--- src/rtl/fx_denormalize_pkg.sv ---
// fixed_point_pkg: shared Q5.27 fixed-point types and constants for the vision datapath.
//   FX_WIDTH/FX_INT/FX_FRAC : word layout (5 integer bits, 27 fraction bits)
//   FX_IDX_W                : width of a bit index into an fx_t word
//   fx_t, fx_idx_t          : value and bit-index types
//   denorm_beat_t           : one beat travelling through the denormalizer
//   fx_lead_index           : position of the most significant set bit (0 for a zero word)
package fixed_point_pkg;
    localparam int FX_WIDTH = 32;
    localparam int FX_INT   = 5;
    localparam int FX_FRAC  = 27;
    localparam int FX_IDX_W = $clog2(FX_WIDTH);

    typedef logic [FX_INT-1:-FX_FRAC] fx_t;
    typedef logic [FX_IDX_W-1:0]      fx_idx_t;

    typedef struct packed {
        fx_t     data;
        fx_idx_t shamt;
        logic    sticky;
    } denorm_beat_t;

    function automatic fx_idx_t fx_lead_index(input fx_t x);
        fx_idx_t idx = '0;
        for (int i = 0; i < FX_WIDTH; i++)
            if (x[i-FX_FRAC]) idx = fx_idx_t'(i);
        return idx;
    endfunction
endpackage

--- src/rtl/fx_denormalize_if.sv ---
// fx_denormalize_if: input and output valid/ready streams of the denormalizer.
//   in_valid/in_ready   : input handshake
//   in_mant/in_index    : normalized mantissa and destination bit of its leading one
//   in_zero             : the value is zero (mantissa ignored)
//   out_valid/out_ready : output handshake
//   out_data            : rebuilt fixed-point word
//   out_inexact         : at least one set bit was shifted out
//   master drives the inputs and consumes the result; slave is the denormalizer.
interface fx_denormalize_if
    import fixed_point_pkg::*;
#(
    parameter int WIDTH = FX_WIDTH,
    parameter int IDX_W = $clog2(WIDTH)
);
    logic             in_valid;
    logic             in_ready;
    logic [WIDTH-1:0] in_mant;
    logic [IDX_W-1:0] in_index;
    logic             in_zero;
    logic             out_valid;
    logic             out_ready;
    logic [WIDTH-1:0] out_data;
    logic             out_inexact;

    modport master (
        output in_valid, in_mant, in_index, in_zero, out_ready,
        input  in_ready, out_valid, out_data, out_inexact
    );

    modport slave (
        input  in_valid, in_mant, in_index, in_zero, out_ready,
        output in_ready, out_valid, out_data, out_inexact
    );
endinterface

--- src/rtl/fx_denormalize_stage.sv ---
// fx_denorm_stage: one log-shifter stage: conditional right shift by SHIFT plus its pipeline register.
//   clk, rst_n          : clock, asynchronous active-low reset
//   i_valid/o_ready     : upstream handshake (o_ready also means "this stage loads this cycle")
//   i_data/i_shamt/i_sticky : incoming beat
//   o_valid/i_ready     : downstream handshake (i_ready = next stage loads this cycle)
//   o_data/o_shamt/o_sticky : registered beat
module fx_denorm_stage #(
    parameter int WIDTH = 32,
    parameter int IDX_W = $clog2(WIDTH),
    parameter int SHIFT = 1
) (
    input  logic             clk,
    input  logic             rst_n,
    input  logic             i_valid,
    output logic             o_ready,
    input  logic [WIDTH-1:0] i_data,
    input  logic [IDX_W-1:0] i_shamt,
    input  logic             i_sticky,
    output logic             o_valid,
    input  logic             i_ready,
    output logic [WIDTH-1:0] o_data,
    output logic [IDX_W-1:0] o_shamt,
    output logic             o_sticky
);
    localparam int BIT = $clog2(SHIFT);

    logic             r_valid;
    logic [WIDTH-1:0] r_data;
    logic [IDX_W-1:0] r_shamt;
    logic             r_sticky;
    logic             w_load;
    logic             w_take;
    logic [WIDTH-1:0] w_data;
    logic             w_sticky;

    // Loading while empty or while the successor drains us keeps the pipe bubble-free.
    assign w_load   = !r_valid || i_ready;
    assign w_take   = i_shamt[BIT];
    assign w_data   = w_take ? i_data >> SHIFT : i_data;
    assign w_sticky = i_sticky | (w_take & (|i_data[SHIFT-1:0]));

    always_ff @(posedge clk or negedge rst_n) begin
        if (!rst_n) begin
            r_valid  <= 1'b0;
            r_data   <= '0;
            r_shamt  <= '0;
            r_sticky <= 1'b0;
        end else if (w_load) begin
            r_valid <= i_valid;
            if (i_valid) begin
                r_data   <= w_data;
                r_shamt  <= i_shamt;
                r_sticky <= w_sticky;
            end
        end
    end

    assign o_ready  = w_load;
    assign o_valid  = r_valid;
    assign o_data   = r_data;
    assign o_shamt  = r_shamt;
    assign o_sticky = r_sticky;
endmodule

--- src/rtl/fx_denormalize.sv ---
// fx_denormalize: pipelined log-shifter that turns a normalized mantissa back into a plain fixed-point word.
//   clk, rst_n : clock, asynchronous active-low reset
//   bus        : slave side of fx_denormalize_if (input stream in, result stream out)
// Stage k shifts by 2^(IDX_W-1-k) when the matching bit of s = WIDTH-1-index is set; latency IDX_W.
module fx_denormalize
    import fixed_point_pkg::*;
#(
    parameter int WIDTH = FX_WIDTH,
    parameter int IDX_W = $clog2(WIDTH)
) (
    input logic                 clk,
    input logic                 rst_n,
    fx_denormalize_if.slave     bus
);
    logic             w_valid  [IDX_W+1];
    logic             w_ready  [IDX_W+1];
    logic [WIDTH-1:0] w_data   [IDX_W+1];
    logic [IDX_W-1:0] w_shamt  [IDX_W+1];
    logic             w_sticky [IDX_W+1];
    logic             w_unused_shamt;

    if (WIDTH != (1 << IDX_W)) begin : g_width_check
        $error("fx_denormalize: WIDTH must be a power of two");
    end

    // WIDTH-1-index equals ~index because WIDTH-1 is all ones in IDX_W bits.
    assign w_valid[0]  = bus.in_valid;
    assign w_data[0]   = bus.in_zero ? '0 : bus.in_mant;
    assign w_shamt[0]  = ~bus.in_index;
    assign w_sticky[0] = 1'b0;
    assign bus.in_ready = w_ready[0];

    for (genvar k = 0; k < IDX_W; k++) begin : g_stage
        fx_denorm_stage #(
            .WIDTH(WIDTH),
            .IDX_W(IDX_W),
            .SHIFT(1 << (IDX_W-1-k))
        ) u_stage (
            .clk     (clk),
            .rst_n   (rst_n),
            .i_valid (w_valid[k]),
            .o_ready (w_ready[k]),
            .i_data  (w_data[k]),
            .i_shamt (w_shamt[k]),
            .i_sticky(w_sticky[k]),
            .o_valid (w_valid[k+1]),
            .i_ready (w_ready[k+1]),
            .o_data  (w_data[k+1]),
            .o_shamt (w_shamt[k+1]),
            .o_sticky(w_sticky[k+1])
        );
    end

    // The last stage's shift amount has been fully consumed.
    assign w_unused_shamt  = ^w_shamt[IDX_W];
    assign w_ready[IDX_W]  = bus.out_ready;
    assign bus.out_valid   = w_valid[IDX_W];
    assign bus.out_data    = w_data[IDX_W];
    assign bus.out_inexact = w_sticky[IDX_W];
endmodule

--- src/flat_wrapper.sv ---
// flat-port wrapper written by rule: the top's interface ports become plain ports
module fx_denormalize_flat import fixed_point_pkg::*;
#(
    parameter int WIDTH = FX_WIDTH,
    parameter int IDX_W = $clog2(WIDTH)
)
  (clk, rst_n, bus_in_valid, bus_in_mant, bus_in_index, bus_in_zero, bus_out_ready, bus_in_ready, bus_out_valid, bus_out_data, bus_out_inexact);
  fx_denormalize_if #(.WIDTH(WIDTH), .IDX_W(IDX_W)) bus_i ();
  input logic clk;
  input logic rst_n;
  input wire logic [$bits(bus_i.in_valid)-1:0] bus_in_valid;
  input wire logic [$bits(bus_i.in_mant)-1:0] bus_in_mant;
  input wire logic [$bits(bus_i.in_index)-1:0] bus_in_index;
  input wire logic [$bits(bus_i.in_zero)-1:0] bus_in_zero;
  input wire logic [$bits(bus_i.out_ready)-1:0] bus_out_ready;
  output wire logic [$bits(bus_i.in_ready)-1:0] bus_in_ready;
  output wire logic [$bits(bus_i.out_valid)-1:0] bus_out_valid;
  output wire logic [$bits(bus_i.out_data)-1:0] bus_out_data;
  output wire logic [$bits(bus_i.out_inexact)-1:0] bus_out_inexact;
  assign bus_i.in_valid = bus_in_valid;
  assign bus_i.in_mant = bus_in_mant;
  assign bus_i.in_index = bus_in_index;
  assign bus_i.in_zero = bus_in_zero;
  assign bus_i.out_ready = bus_out_ready;
  assign bus_in_ready = bus_i.in_ready;
  assign bus_out_valid = bus_i.out_valid;
  assign bus_out_data = bus_i.out_data;
  assign bus_out_inexact = bus_i.out_inexact;
  fx_denormalize #(.WIDTH(WIDTH), .IDX_W(IDX_W)) u_core (.clk(clk), .rst_n(rst_n), .bus(bus_i));
endmodule
--- config.mk ---
export PLATFORM = sky130hd
export DESIGN_NAME = fx_denormalize_flat
export DESIGN_NICKNAME = d
export VERILOG_FILES = /design/src/rtl/fx_denormalize_pkg.sv /design/src/rtl/fx_denormalize_if.sv /design/src/rtl/fx_denormalize_stage.sv /design/src/rtl/fx_denormalize.sv /design/src/flat_wrapper.sv
export SDC_FILE = /design/constraint.sdc
export NUM_CORES = 1
export LEC_CHECK = 0
export BUFFER_PORTS_ARGS = -buffer_cell sky130_fd_sc_hd__buf_2
export CAP_MARGIN = 40
export CORE_ASPECT_RATIO = 1.2
export CORE_MARGIN = 2
export CORE_UTILIZATION = 64
export CTS_BUF_LIST = sky130_fd_sc_hd__clkbuf_8 sky130_fd_sc_hd__clkbuf_16
export DETAILED_ROUTE_END_ITERATION = 10
export GPL_TIMING_DRIVEN = 1
export HOLD_SLACK_MARGIN = 0.12
export PLACE_DENSITY = 0.85
export SLEW_MARGIN = 20
export SYNTH_ARGS = -nofsm -noshare
export SYNTH_HDL_FRONTEND = slang
export SYNTH_SLANG_ARGS = --single-unit
--- constraint.sdc ---
create_clock -name clk -period 4.17 [get_ports clk]
set_input_delay 1.251 -clock clk [delete_from_list [all_inputs] [get_ports clk]]
set_output_delay 1.251 -clock clk [all_outputs]
set_load 0.01 [all_outputs]
==> results of run 1 <==
==> cells in the mapped netlist (all sizes together), types with 3 or more instances <==
master	n	area (um^2)
nand2b	4	25.0
nand2	26	97.6
buf	33	209
inv	22	82.6
a21oi	125	626
mux2i	95	951
nor2b	8	50.1
nor2	24	90.1
nor4	4	25.0
or4	3	22.5
dfrtp	180	4500
clkbuf	24	90.1
mux2	139	1600
o21ai	11	58.8
==> flip-flops by register name, summed over array words and instances (netlist names) <==
signal / flops
u_core.g_stage.u_stage.o_data: 160
u_core.g_stage.u_stage.o_sticky: 5
u_core.g_stage.u_stage.o_shamt: 10
u_core.g_stage.u_stage.o_valid: 5
==> placed cells by master (no fill, tap or decap), types with 3 or more instances in the layout <==
cell,instances
dfrtp_1,180
mux2_2,129
a21oi_1,125
mux2i_1,95
buf_2,75
nand2_1,26
nor2_1,24
inv_1,22
buf_4,18
clkbuf_16,17
mux2_4,10
o21ai_0,10
nor2b_1,8
inv_6,7
nand2b_1,4
nor4_1,4
or4_1,3
==> power breakdown <==
part           internal, mW  switching (mW)  leakage (nW)  total, mW
Sequential             2.28           0.403          2.23       2.68
Combinational         0.960           0.904          2.06       1.86
Clock                 0.816           0.698         0.276       1.51
Total                  4.06            2.01          4.56       6.06
==> through the flow <==
| step | instance area [um^2] | hold WS [ps] | utilization | setup WS [ps] |
|---|---|---|---|---|
| 2_1_floorplan | 8530 | 471 | - | 1200 |
| 3_3_place_gp | 8970 | 488 | 0.684 | 875 |
| 3_5_place_dp | 9030 | 498 | 0.688 | 875 |
| 4_1_cts | 9590 | 512 | 0.731 | 866 |
| 5_1_grt | 9630 | 526 | 0.734 | 846 |
| 6_report | 9630 | 511 | 0.734 | 860 |
==> worst paths after layout <==
kind / endpoint / slack (ps) / from
max in group asynchronous: u_core.g_stage[0].u_stage.o_data[9] / 2460 / rst_n
worst min-delay path: u_core.g_stage[1].u_stage.o_shamt[2] / 510 / u_core.g_stage[1].u_stage.o_shamt[2]
worst max register to register: u_core.g_stage[2].u_stage.o_data[7] / 1910 / u_core.g_stage[3].u_stage.o_valid
worst max-delay path: bus_in_ready / 860 / bus_out_ready
min in group asynchronous: u_core.g_stage[4].u_stage.o_data[30] / 710 / rst_n
worst min register to register: u_core.g_stage[1].u_stage.o_shamt[2] / 510 / u_core.g_stage[1].u_stage.o_shamt[2]
==> logic make-up after synthesis <==
family | after synthesis
and+or+nand+nor | 75
AOI/OAI and AO/OA | 142
muxes | 234
DFF | 180
buffers and inverters | 79
==> routing by layer <==
| layer | global-route usage | up-vias | wire (um) |
|---|---|---|---|
| met3 | 0.0471 | 24 | 703 |
| met4 | 0.0864 | 0 | 308 |
| met5 | 0 | - | 0 |
| met1 | 0.332 | 2809 | 7250 |
| met2 | 0.450 | 166 | 8910 |
| li1 | - | 2627 | - |
==> area by class of cell <==
cell class,count,area [um^2]
Inverter,22,82.6
Fill cell,821,3490
Sequential cell,180,4500
Timing Repair Buffer,98,607
Tap cell,168,210
Clock inverter,13,113
Clock buffer,19,453
Multi-Input combinational cell,451,3660
==> worst max-delay path, cell delays in order <==
cell and delay [ps]:
buf_2 110, and4b_4 400, nand3_1 120, buf_2 180
==> impl_results.md, run 1 <==
* Mux contribution to synthesized area at 0.299
* Compound-Gate Fraction of Synth Area at 0.0857
* Share of layout cells above drive strength 1 at 0.350
* TritonCTS clock tree: yes
* Largest net degree at the start of global routing at a little over 90
* Synth Warn # at 0
* Worst slew pin tran at between 600 and 700 ps
* Detailed Routing Iterations Pass 1 at 7
* HPWL Detailed at between 10 and 15 mm
* Sequential area share after synthesis at 0.528
* Root Driver: clkbuf_16
* Antenna violations before repair at 0
* Slew headroom at 0.595
* Static leakage at between 4 and 5 nW
* Fmax at about 0.30 GHz
* Primary FF master, synth: dfrtp_1
* WL/cell at 18.1 um
* Reg2Reg Depth at 6
* Initial core utilization at 0.650
* Area grow syn2layout at 12.9%
* Die Span Y at roughly 130 um
* Netlist cell types at 30
* Clock buffer count from CTS at 17
* Finished Layout Cells at ~950
* Setup Skew at around 7.9 ps
* Power density over the cells at 630 mW/mm^2
* Synthesis-stage register bit count at 180
* H-Tree Level Count at 4
* RSZ-0062 raised after global routing: false
* Post-route ant nets at 0
* Total wire length at about 17 mm
* Net Count, Synth at 752
* Worst-Skew Late Latency at about 420 ps
* Status: finished, final reports clean
* Post-CTS resize count at 0
* Vias per Instance at approximately 5.9
* Ys async rst share at 1.00
* Drt drc at 0
* Synthesized instance count at slightly above 700
* Required @ worst endpoint at slightly below 3000 ps
* Clock sinks at 180
* Mean post-synth cell area at between 10 and 15 um^2
* HP Class: reg -> reg
* Placed cell count at 917
* Synth Area in Adders at 0
* WP data arrival at 2060 ps
* Port Buffer Count at 76
* Worst Path Max Fanout at 5
* Tot Pwr at ~6.1 mW
* Synthesized area at between 0.008 and 0.009 mm^2
* Final TNS setup at 0 ps
* Clock-pin slew on the worst setup and hold paths at 60 ps
* All-Layer GR Usage at 0.260
* Worst Setup Start Kind: primary input
* Post-CTS setup buffers at 0
* Gpl congestion at roughly 0.87
* Synth Area in Simple Gates at 0.0418
* DRT iter0 DRCs at about 320
* Final Hold Viols at 0
* XOR/XNOR Fraction of Synth Area at 0
* Hold Buf Count CTS at 0
* Total congestion overflow at 0
* Max VDD drop at between 0.0003 and 0.0004 V
* Final #Nets at about 810
* Site Rows at 46
* First-pass GRT wire length at roughly 29 mm
* Worst hold stages at 1
* CP Class: in -> out
* DIE AREA at about 0.014 mm^2
* Post-synth EDFFs at 0
* Number of global-route vias before repair at between 5000 and 6000
* Via Count at roughly 5600
* Max cap viols at 0
* Max-slew violations at 0
* N_diodes at 0
* # setup viols final at 0
* Die width at approximately 110 um
* Largest family of logic cells by synthesized area: multiplexers
* Ports at 77
* Worst setup EP type: output pin
* Tcrit/Tclk final at 0.794
* Clock Path Buffers at 2
* Period minus WS final at about 3300 ps
* Core area at approximately 0.013 mm^2
(Power assumes the default switching activity.)
==> run 2, diff against run 1 <==
Settings changed: ABC_AREA set to 1, CORE_UTILIZATION 64 to 59, PLACE_DENSITY 0.85 to 0.79.
Clock period 4.17 ns to 3.4 ns, I/O delays scaled along.
==> run 2 against run 1 <==
Effect of this change: flip-flop and latch count unchanged; critical endpoint unchanged; routed wire length fell by 5.4%; non-clock buffer count down 7; synthesized area is 2.7% lower; via count is 17% higher; sequential power increased by 18%; sequential share of layout area grew 1.4 points; core utilization fell by 5.4 points; total power increased by 20%; hold slack got worse by 26 ps; clock power up 35%; worst setup slack lost 240 ps.
==> impl_results.md, run 2 <==
* Reg2Reg Setup Slack at 1700 ps
* Clock sinks at 180
* Most common library cells after synthesis: nand2_1 (286), dfrtp_1 (180), o21ai_0 (166)
* Synth top area share at 0.543
* Worst slew pin tran at around 740 ps
* Worst-Skew Late Latency at ~420 ps
* Core area at between 0.01 and 0.015 mm^2
* Finished Layout Cells at roughly 1200
* Number of global-route vias before repair at 5940
* Setup Skew at between 7 and 8 ps
* Clock Path Buffers at 2
* Port Buffer Count at between 70 and 80
* Drt drc at 0
* Max-slew violations at 0
* Via Count at roughly 6600
* Top cells by area, synth: dfrtp_1 (54%), nand2_1 (13%), o21ai_0 (10%), inv_1 (4.4%), nand3_1 (2.7%)
* Synthesis-stage register bit count at 180
* Clock group share of total power at 0.280
* Largest net degree at the start of global routing at 65
* Most frequent cells in the layout: nand2_1 (286), dfrtp_1 (180), o21ai_0 (166)
* Cell taking the most area after synthesis: dfrtp_1
* Tcrit/Tclk final at 0.816
* Max cap viols at 0
* First-pass GRT wire length at about 28 mm
* Area grow syn2layout at 12.7%
* Total wire length at about 16 mm
* Period minus WS final at 2780 ps
* Logic pwr share at 0.284
* Die Span Y at approximately 130 um
* Netlist cell types at 28
* WL/cell at about 13 um
* TritonCTS clock tree: yes
* Placed cell count at roughly 1200
* Sw Share at 0.342
* Switching Power at 2.49 mW
* Largest register FFs at 160
* HPWL Detailed at approximately 11 mm
* DRT iter0 DRCs at 562
* Fmax at between 0.3 and 0.4 GHz
* # setup viols final at 0
* RSZ-0062 raised after global routing: false
* Final TNS setup at 0 ps
* Post-CTS setup buffers at 0
* Internal power at 4.79 mW
* Share of layout cells above drive strength 1 at 0.130
* Antenna violations before repair at 0
* Net Count, Synth at 1052
* Initial core utilization at 0.603
* Synthesized area at just over 0.008 mm^2
* Ys async rst share at 1.00
* Sequential area share after synthesis at 0.543
* Required @ worst endpoint at around 2400 ps
* Worst setup EP type: output pin
* Final #Nets at between 1000 and 1500
* Slew headroom at 0.507
* Worst Setup Start Kind: primary input
* Hold Buf Count CTS at 0
* Die width at approximately 110 um
* Most common cell in the netlist: nand2_1
* Synthesized instance count at just over 1000
* Worst hold stages at 2
* Primary FF master, synth: dfrtp_1
* Status: finished, final reports clean
* Root Driver: clkbuf_16
* Worst Path Max Fanout at 4
* Vias per Instance at between 5 and 6
* Gpl congestion at between 0.8 and 0.9
* CP Class: in -> out
* Commonest non-fill, non-tap cell in the layout: nand2_1
* HP Class: reg -> reg
* Clock buffer count from CTS at 17
* Static leakage at about 4.3 nW
* Post-route ant nets at 0
* Core Util, Final at 0.680
* Ports at 77
* Detailed Routing Iterations Pass 1 at 6
* Site Rows at between 40 and 50
* Max VDD drop at ~0.00053 V
* H-Tree Level Count at 4
* Sequential share of power at 0.436
* Final Hold Viols at 0
* Synth Warn # at 0
* Reg2Reg Depth at 6
* N_diodes at 0
* All-Layer GR Usage at 0.226
* Post-CTS resize count at 0
* WP data arrival at between 1500 and 2000 ps
* Mean post-synth cell area at between 8 and 9 um^2
* Clock-pin slew on the worst setup and hold paths at approximately 60 ps
* Power density over the cells at about 800 mW/mm^2
* Worst hold slack at between 400 and 500 ps
* Total congestion overflow at 0
* DIE AREA at around 0.015 mm^2
* Post-synth EDFFs at 0
## run 2: logic make-up (layout without fill, tap and decap cells)
kind of cell,Yosys count,count (layout),synth area share
buffers and inverters,171,224,0.0875
AND/OR/NAND/NOR,388,388,0.189
flip-flops,180,180,0.543
AO/OA/AOI/OAI,271,271,0.180
## run 2: routing by layer
layer,GRT usage,share of wire,up-vias
li1,-,-,3379
met1,0.300,0.45,3050
met2,0.384,0.49,156
met3,0.0398,0.039,19
met4,0.0684,0.018,0
met5,0,0,-
## run 2: final timing paths
kind,from,to
max,bus_out_ready,bus_in_ready
min,u_core.g_stage[0].u_stage.o_shamt[2],u_core.g_stage[0].u_stage.o_shamt[2]
max reg2reg,u_core.g_stage[3].u_stage.o_valid,u_core.g_stage[2].u_stage.o_data[10]
min reg2reg,u_core.g_stage[0].u_stage.o_shamt[2],u_core.g_stage[0].u_stage.o_shamt[2]
max in group asynchronous,rst_n,u_core.g_stage[3].u_stage.o_valid
min in group asynchronous,rst_n,u_core.g_stage[4].u_stage.o_data[8]
## run 2: worst max-delay path, stage by stage
cell,delay (ps)
buf_2,120
inv_2,60
nand4_4,110
nor2_4,190
nand2_2,110
buf_2,150
## run 2: final cells by class
class,count,area [um^2]
Sequential cell,180,4500
Fill cell,1086,4410
Multi-Input combinational cell,659,3080
Timing Repair Buffer,91,544
Clock buffer,21,480
Inverter,101,379
Tap cell,171,214
Clock inverter,11,148
## run 2: stage by stage
step	worst slack, ps	instance area, um^2	power [mW]
after floorplan	947	8300	4.64
after global placement	630	8710	5.17
after detailed placement	614	8710	5.25
after CTS	612	9340	7.31
after global routing	568	9350	7.79
final	624	9350	7.28
## run 2: power by group through the flow
stage | Combinational (mW) | Sequential, mW | Clock [mW]
2_1_floorplan | 1.42 | 3.22 | 0
3_3_place_gp | 2.00 | 3.17 | 0
3_5_place_dp | 2.05 | 3.21 | 0
4_1_cts | 2.08 | 3.18 | 2.06
5_1_grt | 2.39 | 3.25 | 2.15
6_report | 2.07 | 3.17 | 2.04
